File: config.mk
export PLATFORM = sky130hd
export DESIGN_NAME = cluster_input_assembler
export DESIGN_NICKNAME = d
export VERILOG_FILES = /design/src/rtl/cluster_pkg.sv /design/src/rtl/cluster_beat_writer.sv /design/src/rtl/cluster_input_assembler.sv
export SDC_FILE = /design/constraint.sdc
export NUM_CORES = 2
export LEC_CHECK = 0
export CAP_MARGIN = 20
export CORE_AREA = 2 2 781 783
export DETAILED_ROUTE_END_ITERATION = 12
export DIE_AREA = 0 0 783 785
export RECOVER_POWER = 100
export SLEW_MARGIN = 5
export SYNTH_ARGS = -nofsm -noshare
export SYNTH_HDL_FRONTEND = slang
export SYNTH_SLANG_ARGS = --single-unit
File: constraint.sdc
create_clock -name clk -period 1.8 [get_ports clk]
set_input_delay 0.27 -clock clk [delete_from_list [all_inputs] [get_ports clk]]
set_output_delay 0.27 -clock clk [all_outputs]
set_load 0.05 [all_outputs]
File: src/rtl/cluster_pkg.sv
// rtl/cluster_pkg.sv - sizes and FSM state type shared by the cluster input assembler
// Beat count and final-beat width are derived from VEC_W/BEAT_W and must stay derived.
package cluster_pkg;

  localparam int VEC_W     = 1894;
  localparam int BEAT_W    = 64;
  localparam int NUM_BEATS = (VEC_W + BEAT_W - 1) / BEAT_W;
  localparam int LAST_W    = VEC_W - (NUM_BEATS - 1) * BEAT_W;
  localparam int IDX_W     = $clog2(NUM_BEATS);

  typedef enum logic {
    FILL = 1'b0,
    HOLD = 1'b1
  } asm_state_t;

  function automatic logic is_final_beat(input logic [IDX_W-1:0] idx);
    return idx == IDX_W'(NUM_BEATS - 1);
  endfunction

endpackage

File: src/rtl/cluster_beat_writer.sv
// rtl/cluster_beat_writer.sv - beat index decode and per-beat write into the state vector register
// The final beat only carries LAST_W meaningful bits; its upper bits are discarded.
module cluster_beat_writer
  import cluster_pkg::*;
(
  input  logic              clk,
  input  logic              rst_n,
  input  logic              wr_en,
  input  logic [IDX_W-1:0]  beat_idx,
  input  logic [BEAT_W-1:0] beat_data,
  output logic [VEC_W-1:0]  vec
);

  logic [NUM_BEATS-1:0] beat_we;

  always_comb begin
    beat_we = '0;
    for (int k = 0; k < NUM_BEATS; k++) begin
      beat_we[k] = wr_en && (beat_idx == IDX_W'(k));
    end
  end

  always_ff @(posedge clk or negedge rst_n) begin
    if (!rst_n) begin
      vec <= '0;
    end else begin
      for (int k = 0; k < NUM_BEATS - 1; k++) begin
        if (beat_we[k]) begin
          vec[k*BEAT_W +: BEAT_W] <= beat_data;
        end
      end
      if (beat_we[NUM_BEATS-1]) begin
        vec[VEC_W-1 -: LAST_W] <= beat_data[LAST_W-1:0];
      end
    end
  end

endmodule

File: src/rtl/cluster_input_assembler.sv
// rtl/cluster_input_assembler.sv - assembles the CPU state vector from beats and holds it for the evaluators
// Optional beat parity checking is enabled with CLUSTER_ASM_PARITY_EN.
module cluster_input_assembler
  import cluster_pkg::*;
(
  input  logic              clk,
  input  logic              rst_n,
  input  logic              s_valid,
  output logic              s_ready,
  input  logic [BEAT_W-1:0] s_data,
  input  logic              s_last,
`ifdef CLUSTER_ASM_PARITY_EN
  input  logic              s_par,
`endif
  output logic [VEC_W-1:0]  vec_o,
  output logic              vec_valid,
  input  logic              vec_ready,
  output logic              err_o,
  output logic [7:0]        err_cnt,
  output logic [15:0]       frame_cnt
);

  asm_state_t       state;
  asm_state_t       state_nxt;
  logic [IDX_W-1:0] beat_idx;
  logic             accept;
  logic             final_beat;
  logic             terminate;
  logic             frame_bad;
  logic             frame_good;
  logic             frame_drop;

  assign accept     = s_valid & s_ready;
  assign final_beat = is_final_beat(beat_idx);
  assign terminate  = accept & (s_last | final_beat);
  assign frame_good = terminate & final_beat & s_last & ~frame_bad;
  assign frame_drop = terminate & ~frame_good;

`ifdef CLUSTER_ASM_PARITY_EN
  // Sticky per-frame flag; the current beat is folded in so a bad final beat also drops.
  logic par_bad;

  assign frame_bad = par_bad | (^{s_data, s_par});

  always_ff @(posedge clk or negedge rst_n) begin
    if (!rst_n) begin
      par_bad <= 1'b0;
    end else if (terminate) begin
      par_bad <= 1'b0;
    end else if (accept) begin
      par_bad <= frame_bad;
    end
  end
`else
  assign frame_bad = 1'b0;
`endif

  always_ff @(posedge clk or negedge rst_n) begin
    if (!rst_n) begin
      state <= FILL;
    end else begin
      state <= state_nxt;
    end
  end

  always_comb begin
    state_nxt = state;
    s_ready   = 1'b0;
    vec_valid = 1'b0;
    case (state)
      FILL: begin
        s_ready = 1'b1;
        if (frame_good) begin
          state_nxt = HOLD;
        end
      end
      HOLD: begin
        vec_valid = 1'b1;
        if (vec_ready) begin
          state_nxt = FILL;
        end
      end
      default: state_nxt = FILL;
    endcase
  end

  always_ff @(posedge clk or negedge rst_n) begin
    if (!rst_n) begin
      beat_idx  <= '0;
      err_o     <= 1'b0;
      err_cnt   <= '0;
      frame_cnt <= '0;
    end else begin
      err_o <= frame_drop;
      if (terminate) begin
        beat_idx <= '0;
      end else if (accept) begin
        beat_idx <= beat_idx + IDX_W'(1);
      end
      if (frame_drop && (err_cnt != 8'hFF)) begin
        err_cnt <= err_cnt + 8'd1;
      end
      if ((state == HOLD) && vec_ready) begin
        frame_cnt <= frame_cnt + 16'd1;
      end
    end
  end

  cluster_beat_writer u_beat_writer (
    .clk       (clk),
    .rst_n     (rst_n),
    .wr_en     (accept),
    .beat_idx  (beat_idx),
    .beat_data (s_data),
    .vec       (vec_o)
  );

endmodule

# [Yosys cells after proc, flatten, opt, wreduce, memory -nomap -nowiden]
# Cells that the tools add are included.
[classes] n_addsub=3 multipliers=0 n_div=0 order_cmp=0 eq_ne=30 shifts=0 n_mux=7 bitwise=8 n_reduce_logical=34
[op_table] operator="5-bit equality test, second input constant" count=14
[op_table] operator="5-bit by 4-bit equality test with 1-bit output, second input constant" count=8
[op_table] operator="1-bit logical AND" count=32
[op_table] operator="5-bit by 3-bit equality test with 1-bit output, second input constant" count=4
[op_table] operator="16-bit by 1-bit adder with 16-bit output, second input constant" count=1
[op_table] operator="5-bit by 2-bit equality test with 1-bit output, second input constant" count=2
[op_table] operator="5-bit 2-to-1 mux" count=2
[op_table] operator="8-bit by 1-bit adder with 8-bit output, second input constant" count=1
[op_table] operator="8-bit inequality test, second input constant" count=1
[op_table] operator="5-bit by 1-bit adder with 5-bit output, second input constant" count=1
[op_table] operator="1-bit bitwise AND" count=5
[op_table] operator="5-bit by 1-bit equality test with 1-bit output, second input constant" count=1
[op_table] operator="5-bit logical NOT" count=1
[op_table] operator="1-bit 2-to-1 mux" count=4
[op_table] operator="1-bit NOT" count=2
[op_table] operator="1-bit one-hot mux with 2 select lines" count=1
[op_table] operator="2-bit nonzero test" count=1
[op_table] operator="1-bit OR" count=1
[totals] ff_bits=1925 latch_bits=0 ram_bits=0 romBits=0 in_bits=69 out_inout_bits=1921 elab_cells=117 memories=0

# [Depth between registers and ports, before layout]
[depth] depth_word=8 depth_mapped=8 mapped_depth_nobuf=6

# [Hierarchy]
# From an unflattened synthesis, not the netlist that was laid out.
[hier_totals] cells_unflattened=4345 area_unflattened_um2=72246.8
[modules_own_cells] mod="cluster_beat_writer" n_inst=1 cells_each=4212 area_per_inst_um2=70784.1 seq_area_each_um2=47395.5
[modules_own_cells] mod="cluster_input_assembler" n_inst=1 cells_each=133 area_per_inst_um2=1462.7 seq_area_each_um2=775.7

# [Least setup slack after synthesis]
# No wires, ideal clock.
[synth_timing] kind="reg2reg" from="register state" to="register u_beat_writer.vec[1411]" setup_time_ns=0.125 arrival_ns=2.050 required_time_ns=1.675 setup_slack_ns=-0.375 stages_incl_launch_ff=7 path_buffers=2 period_less_slack_ns=2.175 cell_sequence="dfrtp_1 > nor2b_4 > buf_4 > nand3_2 > nor2_2 > buf_6 > mux2_2"
[synth_via] elab_chain_cells=3
[synth_lines] item="from (decl)" line="cluster_input_assembler.sv:23" source="asm_state_t state;"
[synth_lines] item="from (signal assigned)" line="cluster_input_assembler.sv:62" source="state <= state_nxt;"
[synth_lines] item="1-bit 2-to-1 mux" line="cluster_input_assembler.sv:70" source="case (state)"
[synth_lines] item="1-bit bitwise AND" line="cluster_input_assembler.sv:33" source="assign accept = s_valid & s_ready;"
[synth_lines] item="1-bit logical AND" line="cluster_beat_writer.sv:19" source="beat_we[k] = wr_en && (beat_idx == IDX_W'(k));"
[synth_lines] item="to (signal, indexed assignment)" line="cluster_beat_writer.sv:29" source="vec[k*BEAT_W +: BEAT_W] <= beat_data;"
[synth_lines] item="to (signal, indexed assignment)" line="cluster_beat_writer.sv:33" source="vec[VEC_W-1 -: LAST_W] <= beat_data[LAST_W-1:0];"
[synth_lines] item="to (decl)" line="cluster_beat_writer.sv:11" source="output logic [VEC_W-1:0] vec"
# Every way passes these cells.
# A chain may end at the register's enable or synchronous reset.

# [Worst setup path after layout]
[layout_timing] from="register beat_idx[0]" to="register u_beat_writer.vec[493]"
[layout_via] elab_chain_cells=2
[layout_lines] item="from (decl)" line="cluster_input_assembler.sv:25" source="logic [IDX_W-1:0] beat_idx;"
[layout_lines] item="from (signal assigned)" line="cluster_input_assembler.sv:98" source="beat_idx <= beat_idx + IDX_W'(1);"
[layout_lines] item="5-bit by 3-bit equality test with 1-bit output" line="cluster_beat_writer.sv:19"
[layout_lines] item="1-bit logical AND" line="cluster_beat_writer.sv:19"
# Every way passes these cells.

==> impl_metrics.env <==
export IMPL_ir_drop_uv=1180
export IMPL_clock_skew_ps=63.3
export IMPL_power_mw=167
export IMPL_numPortBuffers=1989
export IMPL_fill_cells=65500
export IMPL_drc_errors=0
export IMPL_hold_class="primary input to register"
export IMPL_path_common_cell="buf_16"
export IMPL_grt_pass1_wl_mm=455
export IMPL_die_y_microns=785
export IMPL_synth_main_ff_cell="dfrtp_1"
export IMPL_rsz0062_at_grt="true"
export IMPL_cap_violations=0
export IMPL_path_cells="ha_2 -> inv_2 -> nor3_2 -> buf_4 -> nand2_4 -> buf_16 -> buf_16 -> buf_12 -> mux2_2"
export IMPL_area_growth_syn_to_layout_pct=57.3
export IMPL_path_delay_family="buffers and inverters"
export IMPL_dp_hpwl_mm=255
export IMPL_fp_dieW_microns=783
export IMPL_wl_per_cell_microns=23.8
export IMPL_drive_above_1_share_pct=69.4
export IMPL_worstSkewPairLatency_ps=920
export IMPL_cts_sink_count=1925
export IMPL_synth_cell_types=34
export IMPL_antenna_found_initial=68
export IMPL_cts_tree="done"
export IMPL_fin_crit_sh_pct=121
export IMPL_p_leak_nw=54.9
export IMPL_yosys_register_bits=1925
export IMPL_clk_pin_slew_ps=60
export IMPL_tightest_slew_ps=1210
export IMPL_dpl_cell_area_sq_um=103000
export IMPL_whs_endpoint="u_beat_writer.vec[40]"
export IMPL_hold_viol=0
export IMPL_max_freq_ghz=0.458
export IMPL_start_util_pct=12.0
export IMPL_setup_worst_path_start="beat_idx[0]"
export IMPL_finalSetupTns_ps=-448360
export IMPL_design_core_area_sq_um=605000
export IMPL_track_usage_pct=10.7
export IMPL_p_switching_mw=67.8
export IMPL_wl_mm=358
export IMPL_period_needed_ps=2180
export IMPL_hold_worst_slack_ps=154
export IMPL_grt_overflow=0
export IMPL_drtIter0Drc=2684
export IMPL_dr_total_vias=48800
export IMPL_ant_nets=0
export IMPL_dp_cells=14400
export IMPL_r2r_end="u_beat_writer.vec[493]"
export IMPL_synthesis_instances=4349
export IMPL_ff2ff_path_depth=9
export IMPL_path_depth=9
export IMPL_synth_fp_nets=4425
export IMPL_final_area_sq_um=114000
export IMPL_hp_start="s_data[40]"
export IMPL_ff2ff_setup_slack_ps=-380
export IMPL_finalSetupViolations=2280
export IMPL_cp_max_fo=7
export IMPL_clkPwrFrac_pct=28.0
export IMPL_clockBufferDepth=4
export IMPL_drv_slew=0
export IMPL_fin_nets=6824
export IMPL_status="finished, violations left"
export IMPL_rows=286
export IMPL_cp_data_required_time_ps=2590
export IMPL_grt_pass1_vias=49700
export IMPL_relSlewSlack_pct=19.5
export IMPL_dieArea_sq_um=615000
export IMPL_clockRootBuffer="clkbuf_16"
export IMPL_crit_arrival_ps=2980
export IMPL_synthArstFlopShare_pct=100
export IMPL_combPwrFrac_pct=37.9
export IMPL_grt_max_degree=87
export IMPL_htree_levels=4
export IMPL_numCtsBuffers=216
export IMPL_synthesis_area_sq_um=72400
export IMPL_synth_largest_area_cell="dfrtp_1"
export IMPL_critPathKind="register to register"
export IMPL_hold_depth=2
export IMPL_gp_congestion=0.759
export IMPL_first_pass_iters=7
export IMPL_slowest_stage="dfrtp_2"
export IMPL_endpoint_kind="register"
export IMPL_start_kind="register"
export IMPL_synth_area_top_cells="dfrtp_1 (66%), mux2_2 (29%), clkbuf_1 (1.0%)"
export IMPL_p_int_mw=99.1
export IMPL_r2r_start="beat_idx[0]"
export IMPL_ys_seq_area_share_pct=66.5
export IMPL_critPathBufInv=5
export IMPL_synth_most_common_cell="dfrtp_1"
export IMPL_synth_edff_count=0
export IMPL_max_stage_delay_ps=400
export IMPL_switching_share_pct=40.6
export IMPL_worst_slack_ps=-382
export IMPL_yosysWarnings=0
export IMPL_sequentialPowerShare_pct=34.1
export IMPL_vias_per_cell=3.24
export IMPL_io_pins=1990
export IMPL_syn_area_per_cell_sq_um=16.7
export IMPL_violations="setup timing"
export IMPL_netlist_area_leader_share_pct=66.5
export IMPL_yosys_top_cells_count="dfrtp_1 (1925), mux2_2 (1882), clkbuf_1 (199), buf_2 (116), buf_6 (36)"
export IMPL_power_density_nw_per_um2=1460
export IMPL_layoutNonFillerInstCount=15000
==> worst reg2reg max path: stages (launching register included) <==
cell and delay [ps]:
dfrtp_2 400, ha_2 210, inv_2 50, nor3_2 160, buf_4 180, nand2_4 70, buf_16 170, buf_16 480
buf_12 140, mux2_2 260
==> sequential cells by signal, summed over array words and instances (netlist names) <==
name and cells:
u_beat_writer.vec 1894, state 1, err_cnt 8, beat_idx 5
err_o 1, frame_cnt 16
==> per-layer routing <==
| layer | GRT usage [%] | share of wire, % | vias to the layer above |
|---|---|---|---|
| met4 | 3.50 | 3.7 | 0 |
| li1 | - | - | 20100 |
| met2 | 18.9 | 50 | 1968 |
| met3 | 2.85 | 7.1 | 458 |
| met1 | 12.6 | 39 | 26200 |
| met5 | 0 | 0 | - |
==> cell usage in the layout (no fill, tap or decap), types with 15 or more instances in the layout <==
cell type	n
buf_12	202
buf_16	23
buf_2	59
buf_4	1616
buf_6	555
bufinv_16	20
clkbuf_1	44
clkbuf_16	238
clkbuf_2	15
clkbuf_8	52
clkinv_2	36
dfrtp_1	1920
diode_2	66
dlygate4sd3_1	49
mux2_2	1667
mux2_4	221
nand2_1	15
==> worst max path at each step <==
stage,end
5_1_grt,u_beat_writer.vec[1124]
4_1_cts,s_ready
2_1_floorplan,u_beat_writer.vec[1155]
3_5_place_dp,u_beat_writer.vec[1664]
6_report,u_beat_writer.vec[493]
3_3_place_gp,u_beat_writer.vec[1664]
==> power by group through the flow <==
| stage | clock (mW) | combinational, mW | sequential (mW) |
|---|---|---|---|
| floorplan | 0 | 8.48 | 86.8 |
| global placement | 0 | 62.4 | 56.7 |
| detailed placement | 0 | 62.6 | 57.1 |
| CTS | 48.0 | 63.8 | 56.9 |
| global route | 49.7 | 64.9 | 57.9 |
| finish | 46.7 | 63.3 | 56.9 |
==> final cells by class <==
| cell class | count | area, sq um | area share [%] |
|---|---|---|---|
| Multi-Input combinational cell | 2034 | 23400 | 20.5 |
| Antenna cell | 66 | 165 | 0.145 |
| Inverter | 6 | 30.0 | 0.0263 |
| Timing Repair Buffer | 2565 | 24600 | 21.6 |
| Clock buffer | 306 | 6310 | 5.53 |
| Tap cell | 8064 | 10100 | 8.85 |
| Sequential cell | 1925 | 48200 | 42.3 |
| Clock inverter | 80 | 1170 | 1.03 |
==> stage by stage <==
stage | worst slack [ps] | util (%)
3_5_place_dp | -1170 | 17.0
3_3_place_gp | -1170 | 17.0
2_1_floorplan | -261 | -
4_1_cts | -419 | 18.6
6_report | -382 | 18.8
5_1_grt | -433 | 18.8
==> logic make-up after synthesis <==
group | Yosys count | share of synthesized area (%)
simple gates | 99 | 0.784
flops | 1925 | 66.5
mux | 1897 | 29.5
buf+inv | 390 | 2.77
compound gates | 9 | 0.0760
xor+xnor | 22 | 0.266
fa+ha+maj | 7 | 0.121
==> timing repair <==
action                                 4_1_cts  5_1_grt
hold buffers                                49        0
setup endpoints to repair                 3824     3758
gates cloned                                 5       23
buffers inserted                            71       25
gates resized for setup                   3794      157
endpoints found under the hold margin     2681        0
pin swaps                                    8       11
Note: power is estimated with default switching activity, not from simulation.
